<file path="src/rtl/greenhouse_zone_controller.sv">
// Per-zone climate controller: fan with persistence and hysteresis, irrigation
// FSM (IDLE/WATER/SOAK) with timeout, humidity band control and sticky alerts.
module greenhouse_zone_controller #(
  parameter int W       = 8,
  parameter int ZONES   = 4,
  parameter int PERSIST = 4,
  parameter int HYST    = 2,
  parameter int T_HI    = 40,
  parameter int T_ALERT = 45,
  parameter int SOIL_LO = 30,
  parameter int HUM_LO  = 40,
  parameter int HUM_HI  = 70,
  parameter int IRR_MAX = 16,
  parameter int SOAK    = 8
) (
  input  logic                 clk,
  input  logic                 rst_n,
  input  logic                 sample_valid,
  input  logic [ZONES*W-1:0]   temperature,
  input  logic [ZONES*W-1:0]   soil_moisture,
  input  logic [ZONES*W-1:0]   humidity,
  input  logic [2*ZONES-1:0]   mode_fan,
  input  logic [2*ZONES-1:0]   mode_irr,
  input  logic                 alert_ack,
  output logic [ZONES-1:0]     fan,
  output logic [ZONES-1:0]     irrigation,
  output logic [ZONES-1:0]     humidity_control,
  output logic [ZONES-1:0]     alert,
  output logic                 alert_any
);

  localparam int CW   = $clog2(PERSIST + 1);
  localparam int TMAX = (IRR_MAX > SOAK) ? IRR_MAX : SOAK;
  localparam int TW   = (TMAX > 1) ? $clog2(TMAX) : 1;

  localparam logic [1:0] ST_IDLE  = 2'd0;
  localparam logic [1:0] ST_WATER = 2'd1;
  localparam logic [1:0] ST_SOAK  = 2'd2;

  localparam logic [1:0] MODE_OFF = 2'b01;
  localparam logic [1:0] MODE_ON  = 2'b10;

  localparam logic [W-1:0] TH_FAN_ON  = W'(T_HI);
  localparam logic [W-1:0] TH_FAN_OFF = W'(T_HI - HYST);
  localparam logic [W-1:0] TH_ALERT   = W'(T_ALERT);
  localparam logic [W-1:0] SOIL_START = W'(SOIL_LO);
  localparam logic [W-1:0] SOIL_STOP  = W'(SOIL_LO + HYST);
  localparam logic [W-1:0] SOIL_ALERT = W'(SOIL_LO - HYST);
  localparam logic [W-1:0] HUM_LO_W   = W'(HUM_LO);
  localparam logic [W-1:0] HUM_HI_W   = W'(HUM_HI);
  localparam logic [W-1:0] HUM_CLR_LO = W'(HUM_LO + HYST);
  localparam logic [W-1:0] HUM_CLR_HI = W'(HUM_HI - HYST);
  localparam logic [W-1:0] HUM_ALERT  = W'(HUM_LO - HYST);

  localparam logic [CW-1:0] PERSIST_C = CW'(PERSIST);
  localparam logic [TW-1:0] IRR_LAST  = TW'(IRR_MAX - 1);
  localparam logic [TW-1:0] SOAK_LAST = TW'(SOAK - 1);

  generate
    if (T_HI < HYST || SOIL_LO < HYST || HUM_LO < HYST ||
        HUM_HI > ((1 << W) - 1 - HYST) || IRR_MAX < 1 || SOAK < 1 || PERSIST < 1) begin : g_bad_params
      $error("greenhouse_zone_controller: illegal parameter combination");
    end
  endgenerate

  logic [ZONES-1:0] alert_vec_d;
  logic             alert_any_q;

  genvar gi;
  generate
    for (gi = 0; gi < ZONES; gi++) begin : g_zone
      logic [W-1:0]  temp_z, soil_z, hum_z;
      logic [1:0]    mf, mi;
      logic          fan_auto_q, fan_auto_d;
      logic [CW-1:0] on_cnt_q, on_cnt_d, off_cnt_q, off_cnt_d;
      logic [CW-1:0] on_inc, off_inc;
      logic          fan_q, fan_d;
      logic [1:0]    irr_st_q, irr_st_d;
      logic [TW-1:0] tmr_q, tmr_d;
      logic          irr_q, irr_d;
      logic          hum_q, hum_d;
      logic          alert_q, alert_d;
      logic          timeout;
      logic          set_cond;

      assign temp_z = temperature[gi*W +: W];
      assign soil_z = soil_moisture[gi*W +: W];
      assign hum_z  = humidity[gi*W +: W];
      assign mf     = mode_fan[2*gi +: 2];
      assign mi     = mode_irr[2*gi +: 2];

      assign on_inc  = (on_cnt_q == PERSIST_C) ? PERSIST_C : on_cnt_q + 1'b1;
      assign off_inc = (off_cnt_q == PERSIST_C) ? PERSIST_C : off_cnt_q + 1'b1;

      always_comb begin
        fan_auto_d = fan_auto_q;
        on_cnt_d   = on_cnt_q;
        off_cnt_d  = off_cnt_q;
        irr_st_d   = irr_st_q;
        tmr_d      = tmr_q;
        hum_d      = hum_q;
        alert_d    = alert_q;
        timeout    = 1'b0;

        // Auto fan state keeps tracking even while the output is forced.
        if (sample_valid) begin
          if (!fan_auto_q) begin
            off_cnt_d = '0;
            on_cnt_d  = (temp_z > TH_FAN_ON) ? on_inc : '0;
            if (on_cnt_d == PERSIST_C) begin
              fan_auto_d = 1'b1;
              on_cnt_d   = '0;
            end
          end else begin
            on_cnt_d  = '0;
            off_cnt_d = (temp_z < TH_FAN_OFF) ? off_inc : '0;
            if (off_cnt_d == PERSIST_C) begin
              fan_auto_d = 1'b0;
              off_cnt_d  = '0;
            end
          end
        end

        // Forced irrigation parks the FSM in IDLE without waiting for a sample.
        if (mi == MODE_OFF || mi == MODE_ON) begin
          irr_st_d = ST_IDLE;
          tmr_d    = '0;
        end else if (sample_valid) begin
          case (irr_st_q)
            ST_IDLE: begin
              if (soil_z < SOIL_START) begin
                irr_st_d = ST_WATER;
                tmr_d    = '0;
              end
            end
            ST_WATER: begin
              if (soil_z >= SOIL_STOP) begin
                irr_st_d = ST_SOAK;
                tmr_d    = '0;
              end else if (tmr_q == IRR_LAST) begin
                irr_st_d = ST_SOAK;
                tmr_d    = '0;
                timeout  = 1'b1;
              end else begin
                tmr_d = tmr_q + 1'b1;
              end
            end
            ST_SOAK: begin
              if (tmr_q == SOAK_LAST) begin
                irr_st_d = ST_IDLE;
                tmr_d    = '0;
              end else begin
                tmr_d = tmr_q + 1'b1;
              end
            end
            default: begin
              irr_st_d = ST_IDLE;
              tmr_d    = '0;
            end
          endcase
        end

        if (sample_valid) begin
          if (hum_z < HUM_LO_W || hum_z > HUM_HI_W) begin
            hum_d = 1'b1;
          end else if (hum_z >= HUM_CLR_LO && hum_z <= HUM_CLR_HI) begin
            hum_d = 1'b0;
          end
        end

        set_cond = (temp_z > TH_ALERT) || (soil_z < SOIL_ALERT) ||
                   (hum_z < HUM_ALERT) || timeout;
        if (sample_valid && set_cond) begin
          alert_d = 1'b1;
        end else if (alert_ack && !set_cond) begin
          alert_d = 1'b0;
        end

        if (mf == MODE_ON) begin
          fan_d = 1'b1;
        end else if (mf == MODE_OFF) begin
          fan_d = 1'b0;
        end else begin
          fan_d = fan_auto_d;
        end
        irr_d = (mi == MODE_ON) || (irr_st_d == ST_WATER);
      end

      always_ff @(posedge clk or negedge rst_n) begin
        if (!rst_n) begin
          fan_auto_q <= 1'b0;
          on_cnt_q   <= '0;
          off_cnt_q  <= '0;
          fan_q      <= 1'b0;
          irr_st_q   <= ST_IDLE;
          tmr_q      <= '0;
          irr_q      <= 1'b0;
          hum_q      <= 1'b0;
          alert_q    <= 1'b0;
        end else begin
          fan_auto_q <= fan_auto_d;
          on_cnt_q   <= on_cnt_d;
          off_cnt_q  <= off_cnt_d;
          fan_q      <= fan_d;
          irr_st_q   <= irr_st_d;
          tmr_q      <= tmr_d;
          irr_q      <= irr_d;
          hum_q      <= hum_d;
          alert_q    <= alert_d;
        end
      end

      assign fan[gi]              = fan_q;
      assign irrigation[gi]       = irr_q;
      assign humidity_control[gi] = hum_q;
      assign alert[gi]            = alert_q;
      assign alert_vec_d[gi]      = alert_d;
    end
  endgenerate

  always_ff @(posedge clk or negedge rst_n) begin
    if (!rst_n) begin
      alert_any_q <= 1'b0;
    end else begin
      alert_any_q <= |alert_vec_d;
    end
  end

  assign alert_any = alert_any_q;

endmodule

</file>
<file path="config.mk">
export PLATFORM = sky130hd
export DESIGN_NAME = greenhouse_zone_controller
export DESIGN_NICKNAME = d
export VERILOG_FILES = /design/src/rtl/greenhouse_zone_controller.sv
export SDC_FILE = /design/constraint.sdc
export NUM_CORES = 1
export LEC_CHECK = 0
export CAP_MARGIN = 20
export CORE_ASPECT_RATIO = 1.1
export CORE_UTILIZATION = 45
export DETAILED_ROUTE_END_ITERATION = 10
export PLACE_DENSITY_LB_ADDON = 0.1
export SLEW_MARGIN = 10
export SYNTH_ARGS = -nofsm -noshare
export SYNTH_HDL_FRONTEND = slang
export SYNTH_SLANG_ARGS = --single-unit
</file>
<file path="constraint.sdc">
create_clock -name clk -period 1.92 [get_ports clk]
set_clock_uncertainty 0.1 [all_clocks]
set_input_delay 0.48 -clock clk [delete_from_list [all_inputs] [get_ports clk]]
set_output_delay 0.48 -clock clk [all_outputs]
set_load 0.01 [all_outputs]
</file>
-- After elaboration in Yosys (flattened, before gate mapping)
Index checks and enable logic that the tools add are counted.
- register bits after elaboration: 69
- output and inout port bits: 17
- bits of input ports: 116
- order comparisons: 44
- reduce and logical (&&, ||, !) cells: 61
- add/subtract/negate cells: 12
- mux-type cells: 148
- equality and inequality tests: 56
- operators with widths (operator ; count):
    8-bit by 6-bit less-than comparator with 1-bit output, second input constant ; 12
    3-bit 2-to-1 mux ; 32
    4-bit 2-to-1 mux ; 24
    8-bit by 6-bit >= comparator with 1-bit output, second input constant ; 8
    8-bit by 6-bit greater-than comparator with 1-bit output, second input constant ; 8
    8-bit by 5-bit less-than comparator with 1-bit output, second input constant ; 8
    1-bit 2-to-1 mux ; 60
    3-bit equality test, second input constant ; 16
    2-bit 2-to-1 mux ; 24
    4-bit case mux with 3 select lines ; 4
    2-bit by 1-bit equality test with 1-bit output, second input constant ; 16
    8-bit by 7-bit greater-than comparator with 1-bit output, second input constant ; 4
    8-bit by 7-bit <= comparator with 1-bit output, second input constant ; 4
    3-bit by 1-bit adder with 3-bit output, second input constant ; 8
    2-bit equality test, second input constant ; 12
    1-bit logical OR ; 24
    2-bit case mux with 3 select lines ; 4
    4-bit by 1-bit adder with 4-bit output, second input constant ; 4
    4-bit by 3-bit equality test with 1-bit output, second input constant ; 4
    4-bit equality test, second input constant ; 4
    2-bit AND reduction ; 8
    2-bit nonzero test ; 8
    1-bit logical AND ; 12
    3-bit != test, second input constant ; 4
    3 further kinds ; 9

-- Logic depth before layout (Yosys ltp)
Gate-level depths: netlist of the first run.
- depth in word-level cells: 12
- mapped depth: 7
- depth with buffers taken out: 7

-- Least setup slack after synthesis of the first run
Ideal clock, no wire load.
- path kind: input-to-reg
- from: input port temperature[17]
- to: register g_zone[2].fan_q
- data required time: 1694 ps
- arrival: 2013 ps
- slack: -319 ps
- stages: 5
- path through: a211o_1 -> a211o_1 -> or4b_1 -> a32o_2 -> maj3_2
- longest elaborated chain between the ends: 8
- ends and longest elaborated chain (item ; line ; text):
    start: declaration ; 19 ; input logic [ZONES*W-1:0] temperature,
    8-bit by 6-bit greater-than comparator with 1-bit output / 8-bit by 6-bit less-than comparator with 1-bit output (equally long branches) ; 109, 116 ;
    3-bit 2-to-1 mux, on equally long branches ; 109, 116 ;
    3-bit equality test, on equally long branches ; 110, 117 ;
    1-bit 2-to-1 mux, on equally long branches ; 110, 117 ;
    1-bit 2-to-1 mux * ; 107 ; if (!fan_auto_q) begin
    1-bit 2-to-1 mux * ; 106 ; if (sample_valid) begin
    named net g_zone[2].fan_auto_d ; 74 ; logic fan_auto_q, fan_auto_d;
    1-bit 2-to-1 mux * ; 181 ; end else if (mf == MODE_OFF) begin
    1-bit 2-to-1 mux * ; 179 ; if (mf == MODE_ON) begin
    named net g_zone[2].fan_d ; 77 ; logic fan_q, fan_d;
    end signal: assignment ; 204 ; fan_q <= fan_d;
    end: declaration ; 77 ;
Mark *: on every way through the listed nets, which the timed path passes. The rest lies on a longest branch.
A chain may end at the register's enable or synchronous reset.

-- Worst setup path in the final report of the first run
- from: register g_zone[2].off_cnt_q[0]
- to: register g_zone[2].fan_q
- longest elaborated chain between the ends: 9
- ends and longest elaborated chain (item ; line ; text):
    start: declaration ; 75 ; logic [CW-1:0] on_cnt_q, on_cnt_d, off_cnt_q, off_cnt_d;
    start signal: assignment ; 203 ; off_cnt_q <= off_cnt_d;
    3-bit by 1-bit adder with 3-bit output / 3-bit equality test (equally long branches) ; 93 ; assign off_inc = (off_cnt_q == PERSIST_C) ? PERSIST_C : off_cnt_q + 1'b1;
    3-bit 2-to-1 mux * ; 93 ;
    3-bit 2-to-1 mux * ; 116 ; off_cnt_d = (temp_z < TH_FAN_OFF) ? off_inc : '0;
    3-bit equality test * ; 117 ; if (off_cnt_d == PERSIST_C) begin
    1-bit 2-to-1 mux * ; 117 ;
    1-bit 2-to-1 mux * ; 107 ;
    1-bit 2-to-1 mux * ; 106 ;
    named net g_zone[2].fan_auto_d ; 74 ;
    1-bit 2-to-1 mux * ; 181 ;
    1-bit 2-to-1 mux * ; 179 ;
    named net g_zone[2].fan_d ; 77 ;
Marks and branches as above.

==> impl_metrics.py, run 1 <==
metrics = {
    "run_status": {
        "outcome": "finished with violations",
        "violations": "hold timing, setup timing",
    },
    "critical_path": {
        "path_class": "flop to flop",
        "r2r-start": "g_zone[2].off_cnt_q[0]",
        "cp_slowest_cell": "or4b_4",
        "required_ns": 2.04,
        "cp-end-kind": "flop",
        "startpoint_type": "flop",
        "path_cells": "ha_2, xnor2_1, o21ai_1, or4b_4, a32o_2, maj3_2",
        "slowest_delay_ns": 0.47,
        "path_max_fanout": 3,
        "arrival_ns": 2.21,
        "crit_start": "g_zone[2].off_cnt_q[0]",
    },
    "placement": {
        "place.gp.congestion": 0.890,
        "port_buffers": 128,
        "dpl.hpwl_um": 10800,
    },
    "sta": {
        "setup_viol": 1,
        "relSlewSlack_pct": 68.2,
        "rsz0062_at_grt": "true",
        "post-route-period-util_pct": 108,
        "finalWorstPathRequiredPeriod_ns": 2.08,
        "report.final.slew_viol_count": 0,
        "hold_violations": 1,
        "whs_ns": -0.000404,
        "setup_ws_ns": -0.162,
        "tightest_slew_ns": 0.476,
        "timing.fmax_ghz": 0.480,
    },
    "floorplan": {
        "die_y_um": 111,
        "pin_count": 133,
        "initial_core_util_pct": 46.7,
        "die_x_um": 101,
        "row_count": 39,
        "coreArea_um2": 10400,
        "die_area_um2": 11300,
    },
    "global_routing": {
        "antenna_found_initial": 0,
        "grt.met2_usage_pct": 45.0,
        "track_usage_pct": 26.3,
        "grt_max_degree": 35,
        "met3_usage_pct": 4.35,
        "grt_pass1_wl_um": 23700,
        "use_met1_pct": 33.1,
        "grt.overflow.total": 0,
        "busiest_layer": "met2",
        "grt_pass1_vias": 5342,
    },
    "drt": {
        "drt_iter0_markers": 221,
        "dr.pass1.iters": 5,
        "vias_per_cell": 5.49,
        "dr_total_vias": 5275,
        "ant_nets": 0,
        "drc_errors": 0,
        "wire_per_inst_um": 15.4,
        "drt-total-wl_um": 14800,
    },
    "yosys": {
        "synth_fp_nets": 723,
        "ys.warnings.count": 0,
        "synth_ff_type": "dfrtp_1",
        "async_flop_share_pct": 100,
        "synth_seq_cells": 69,
        "avgSynthCellArea_um2": 8.60,
        "synth-edff-count": 0,
        "ys_types": 62,
        "syn_inst": 567,
        "syn_area_um2": 4880,
        "yosysSeqAreaShare_pct": 35.4,
    },
    "pwr": {
        "vdd_ir_drop_max_v": 0.000474,
        "p_leak_nw": 3.68,
        "powerDensity_nw_per_um2": 651,
        "total_power_mw": 5.24,
    },
    "finish": {
        "drive_gt1_share_pct": 30.1,
        "antennaDiodeCount": 0,
        "areaGrowthSynthToFinish_pct": 65.1,
        "register_area_um2": 1730,
        "multiInputGateArea_um2": 3320,
        "layout.nets": 969,
        "fillers": 736,
    },
    "hold_path": {
        "hold_path.class": "primary input to async pin",
    },
    "clock_network": {
        "cts_root_buf": "clkbuf_16",
        "cts_hold_buf": 0,
        "clock-sinks": 69,
        "numCtsBuffers": 9,
        "worstSkewPairLatency_ns": 0.34,
        "clk_path_buf_depth": 2,
        "htreeDepth": 3,
        "cts_tree": "done",
        "path_clk_slew_ns": 0.06,
    },
    "job": {
        "max-cap-violations": 0,
    },
}
## what timing repair did
action,4_1_cts,5_1_grt
cloned,0,0
pin swaps,42,32
gates resized for setup,112,81
setup endpoints to repair,21,22
buffers inserted,6,11
## Yosys cell counts (5+ instances only)
master,number,area (um2)
ha_1,40,500
o211ai_1,6,45.0
nand4_1,6,37.5
a21oi_1,40,200
nand2b_1,16,100
dfrtp_1,69,1730
o21a_1,5,37.5
o41ai_1,5,43.8
a21o_1,5,37.5
clkbuf_1,7,26.3
a211o_1,10,87.6
o2111ai_1,8,70.1
o21ai_0,40,200
nand2_1,52,195
buf_4,16,120
a21boi_0,6,45.0
nor2_1,27,101
a31oi_1,10,62.6
nand3b_1,7,52.6
a211oi_1,10,75.1
o22ai_1,15,93.8
nand3_1,26,130
nor3_1,11,55.1
inv_1,54,203
## state kept, by name, indices dropped and copies added, names as in the netlist
register	cells
g_zone.tmr_q	16
g_zone.fan_q	4
g_zone.on_cnt_q	12
g_zone.irr_st_q	8
g_zone.hum_q	4
alert_any	1
g_zone.alert_q	4
g_zone.irr_q	4
g_zone.off_cnt_q	12
g_zone.fan_auto_q	4
## logic make-up (layout without fill, tap and decap cells)
| group | Yosys count | in the layout | synth area share [%] |
|---|---|---|---|
| xor+xnor | 5 | 5 | 0.898 |
| mux | 3 | 3 | 0.616 |
| fa+ha+maj | 44 | 44 | 11.1 |
| simple gates | 174 | 174 | 18.4 |
| compound gates | 192 | 192 | 26.2 |
| buf+inv | 80 | 331 | 7.42 |
| flops | 69 | 69 | 35.4 |
## area by class of cell
type / instances / area share [%]
sequential: 69 / 21.5
clock buffer: 10 / 2.84
timing repair buffer: 261 / 28.6
multi-input combinational: 418 / 41.3
clock inverter: 6 / 1.07
inverter: 54 / 2.55
tap: 143 / 2.22
## cells in the final DEF (no fill, tap or decap), types with 5 or more instances in the layout
| cell type | n |
|---|---|
| buf_4 | 131 |
| dfrtp_1 | 67 |
| clkdlybuf4s50_1 | 57 |
| nand2_1 | 47 |
| inv_1 | 43 |
| a21oi_1 | 40 |
| o21ai_0 | 36 |
| dlygate4sd2_1 | 36 |
| nor2_1 | 27 |
| dlymetal6s2s_1 | 26 |
| ha_1 | 24 |
| nand3_1 | 21 |
| nand2b_1 | 15 |
| o22ai_1 | 15 |
| inv_2 | 10 |
| a211o_1 | 10 |
| ha_4 | 10 |
| clkbuf_16 | 9 |
| nor3_1 | 8 |
| a31oi_1 | 7 |
| nand3b_1 | 7 |
| nand4_1 | 6 |
| o2111ai_1 | 6 |
| o211ai_1 | 6 |
| ha_2 | 6 |
| nand3_2 | 5 |
| a211oi_2 | 5 |
| nand2_2 | 5 |
| a21o_1 | 5 |
| o21a_1 | 5 |
## path summary, 6_finish.rpt
kind / to / slack [ns] / depth (start not counted)
setup / recovery: g_zone[2].fan_q / -0.16 / 6
hold / removal: g_zone[3].hum_q / -0.0004 / 1
setup reg to reg: g_zone[2].fan_q / -0.16 / 6
hold reg to reg: g_zone[1].tmr_q[0] / 0.42 / 1
max in group asynchronous: g_zone[0].alert_q / 1.21 / 2
min in group clk: g_zone[1].tmr_q[0] / 0.42 / 1
## layer usage
metal  vias to the layer above  part of all wire (%)
met3                        29                   5.7
met2                       193                    49
met4                         0                   2.2
li1                       2582                     -
met5                         -                     0
met1                      2471                    43
## through the flow
stage	util, %	instances	setup TNS [ns]	cell area [um2]	setup WS, ns
floorplan	-	567	-0.321	4930	-0.299
global placement	68.2	930	-15.33	7120	-0.805
detailed placement	68.2	930	-16.36	7120	-0.842
CTS	73.5	951	-0.175	7680	-0.175
global route	77.1	961	-0.574	8050	-0.226
finish	77.1	961	-0.162	8050	-0.162
## where the power goes
group          leakage (nW)  total [mW]  switching [mW]  internal, mW
Clock                 0.153        1.77           0.635          1.14
Sequential            0.885        1.77           0.150          1.62
Combinational          2.64        1.70           0.797         0.905
## critical path: cells and delay by family (launching register included)
family / cells / cell delay [ns]
fa+ha+maj: 2 / 0.49
compound gates: 2 / 0.37
xor+xnor: 1 / 0.13
simple gates: 1 / 0.47
flops: 1 / 0.39
Power figures use the tool's default switching activity.
==> inputs of run 2 (changes only) <==
--- a/config.mk
+++ b/config.mk
@@ -9,6 +9,7 @@
 export CORE_ASPECT_RATIO = 1.1
 export CORE_UTILIZATION = 45
 export DETAILED_ROUTE_END_ITERATION = 10
+export GPL_TIMING_DRIVEN = 1
 export PLACE_DENSITY_LB_ADDON = 0.1
 export SLEW_MARGIN = 10
 export SYNTH_ARGS = -nofsm -noshare
==> constraint.sdc (replaced) <==
create_clock -name clk -period 2.5 [get_ports clk]
set_clock_uncertainty 0.1 [all_clocks]
set_input_delay 0.625 -clock clk [delete_from_list [all_inputs] [get_ports clk]]
set_output_delay 0.625 -clock clk [all_outputs]
set_load 0.01 [all_outputs]
==> run 2 against run 1 <==
Net effect:
- the run now ends clean
- first-iteration DRC count down 19%
- sequential cell count unchanged
- global-route usage fell by 3.0 points
- setup slack better by 0.28 ns
- combinational power fell by 35%
- register-to-register slack improved by 0.42 ns
- routed wire length decreased by 13%
- non-clock buffer count is 71 lower
- total power is 27% lower
- count of clock-buffer cells in the layout grew 2
- largest cell class unchanged
- critical path type is now primary input to flop
- sequential power is 23% lower
- die area stayed put
==> impl_metrics.py, run 2 (synthesis results as in run 1) <==
metrics = {
    "finish": {
        "antennaDiodeCount": 0,
        "register_area_um2": 1730,
        "fillers": 875,
        "layout.nets": 898,
        "drive_gt1_share_pct": 12.0,
        "areaGrowthSynthToFinish_pct": 43.6,
        "largest_register_ffs": 16,
        "fin_util_pct": 67.1,
        "final_common_cell": "clkdlybuf4s50_1",
        "multiInputGateArea_um2": 2790,
        "regMostFlops": "g_zone.tmr_q",
        "layout_top_registers": "g_zone.tmr_q x16, g_zone.off_cnt_q x12, g_zone.on_cnt_q x12",
        "mostFrequentLayoutCells": "clkdlybuf4s50_1 (122), dfrtp_1 (69), buf_4 (59)",
    },
    "clock_network": {
        "path_clk_slew_ns": 0.05,
        "cts_hold_buf": 0,
        "htreeDepth": 3,
        "numCtsBuffers": 9,
        "worstSkewPairLatency_ns": 0.33,
        "clock-sinks": 69,
        "cts_root_buf": "clkbuf_16",
        "clk_path_buf_depth": 2,
        "cts_tree": "done",
        "postCtsSetupBuffers": 0,
    },
    "floorplan": {
        "initial_core_util_pct": 46.7,
        "die_x_um": 101,
        "die_y_um": 111,
        "row_count": 39,
        "coreArea_um2": 10400,
        "die_area_um2": 11300,
        "pin_count": 133,
    },
    "drt": {
        "drt_iter0_markers": 180,
        "drc_errors": 0,
        "dr_total_vias": 4920,
        "drt-total-wl_um": 12900,
        "wire_per_inst_um": 14.5,
        "vias_per_cell": 5.53,
        "ant_nets": 0,
        "dr.pass1.iters": 4,
    },
    "sta": {
        "rsz0062_at_grt": "false",
        "finalWorstPathRequiredPeriod_ns": 2.39,
        "tightest_slew_ns": 0.424,
        "relSlewSlack_pct": 71.0,
        "setup_ws_ns": 0.115,
        "timing.fmax_ghz": 0.419,
        "report.final.slew_viol_count": 0,
        "post-route-period-util_pct": 95.4,
        "setup_viol": 0,
        "hold_violations": 0,
    },
    "critical_path": {
        "startpoint_type": "primary input",
        "path_class": "primary input to flop",
        "path_max_fanout": 3,
        "arrival_ns": 2.49,
        "required_ns": 2.61,
        "path_cells": "dlygate4sd2_1, a211o_1, a211o_1, or4b_1, a32o_2, maj3_2",
        "path_buf_inv": 1,
        "crit_family": "compound AO/OA/AOI/OAI gates",
        "cp-end-kind": "flop",
        "cp_slowest_cell": "or4b_1",
        "critical_path.most_common_cell": "a211o_1",
        "slowest_delay_ns": 0.47,
    },
    "pwr": {
        "powerDensity_nw_per_um2": 548,
        "p_leak_nw": 3.02,
        "vdd_ir_drop_max_v": 0.000408,
    },
    "job": {
        "max-cap-violations": 0,
    },
    "placement": {
        "port_buffers": 128,
        "place.gp.congestion": 0.845,
        "dpl.hpwl_um": 10100,
        "place_ws_ns": -0.432,
    },
    "global_routing": {
        "grt_max_degree": 60,
        "track_usage_pct": 23.3,
        "grt_pass1_vias": 4843,
        "grt.overflow.total": 0,
        "antenna_found_initial": 0,
        "grt_pass1_wl_um": 21000,
    },
    "run_status": {
        "outcome": "completed",
    },
    "hold_path": {
        "hold_path.class": "primary input to async pin",
    },
}
-- run 2: changes by cell type in the layout (fill, tap and decap cells not counted), moves of 6 or more --
| cell | delta |
|---|---|
| dlygate4sd2_1 | -33 |
| clkdlybuf4s50_1 | +65 |
| buf_4 | -72 |
| ha_2 | -6 |
| ha_1 | +16 |
| ha_4 | -10 |
| inv_1 | +11 |
| inv_2 | -10 |
| a211oi_1 | +6 |
| dlymetal6s2s_1 | -25 |
-- run 2: what timing repair did --
action                                  CTS  global route
hold endpoints to repair                  0             0
pin swaps                                 3             3
endpoints found under the setup margin    1             2
resized for setup                         3             3
cloned                                    0             0
-- run 2: area by class of cell --
| class | instances | area share, % |
|---|---|---|
| Clock buffer | 12 | 3.66 |
| Clock inverter | 4 | 1.00 |
| Timing Repair Buffer | 190 | 25.3 |
| Tap cell | 143 | 2.56 |
| Inverter | 54 | 2.89 |
| Sequential cell | 69 | 24.7 |
| Multi-Input combinational cell | 418 | 39.9 |
-- run 2: worst reg2reg max path: stages, from the launching register on --
cell and delay (ns):
dfrtp_1 0.41, inv_1 0.10, ha_1 0.21, nor4b_1 0.35, buf_4 0.19, a21oi_1 0.04
o311ai_0 0.33, nand2_1 0.12, o31ai_1 0.28
-- run 2: worst paths after layout --
| check | cells after the start | slack [ns] | end | start |
|---|---|---|---|---|
| max in group asynchronous | 2 | 1.53 | g_zone[0].fan_q | rst_n |
| min in group clk | 2 | 0.40 | g_zone[1].hum_q | g_zone[1].hum_q |
| setup reg to reg | 8 | 0.26 | g_zone[0].irr_q | g_zone[0].irr_st_q[1] |
| hold / removal | 1 | 0.14 | g_zone[1].irr_st_q[1] | rst_n |
| hold reg to reg | 2 | 0.40 | g_zone[1].hum_q | g_zone[1].hum_q |
| setup / recovery | 6 | 0.11 | g_zone[2].fan_q | temperature[17] |
-- run 2: routing by layer --
layer	GRT usage [%]	wire [um]	up-vias
met4	6.38	142	0
met2	42.6	6570	132
li1	-	-	2447
met3	5.36	778	11
met5	0	0	-
met1	26.7	5420	2330
-- run 2: stage by stage --
stage	hold slack, ns	setup TNS [ns]	instance area [um2]	power [mW]	cells
5_1_grt	0.175	0	7000	4.06	890
4_1_cts	0.153	0	6990	3.86	890
3_3_place_gp	0.388	-1.21	6670	2.41	874
6_report	0.143	0	7000	3.84	890
3_5_place_dp	0.389	-1.58	6670	2.46	874
2_1_floorplan	0.229	0	4880	1.95	567
-- run 2: power breakdown --
group	internal, mW	switching (mW)
logic	0.585	0.519
clock network	0.924	0.452
registers	1.24	0.114
total	2.75	1.09
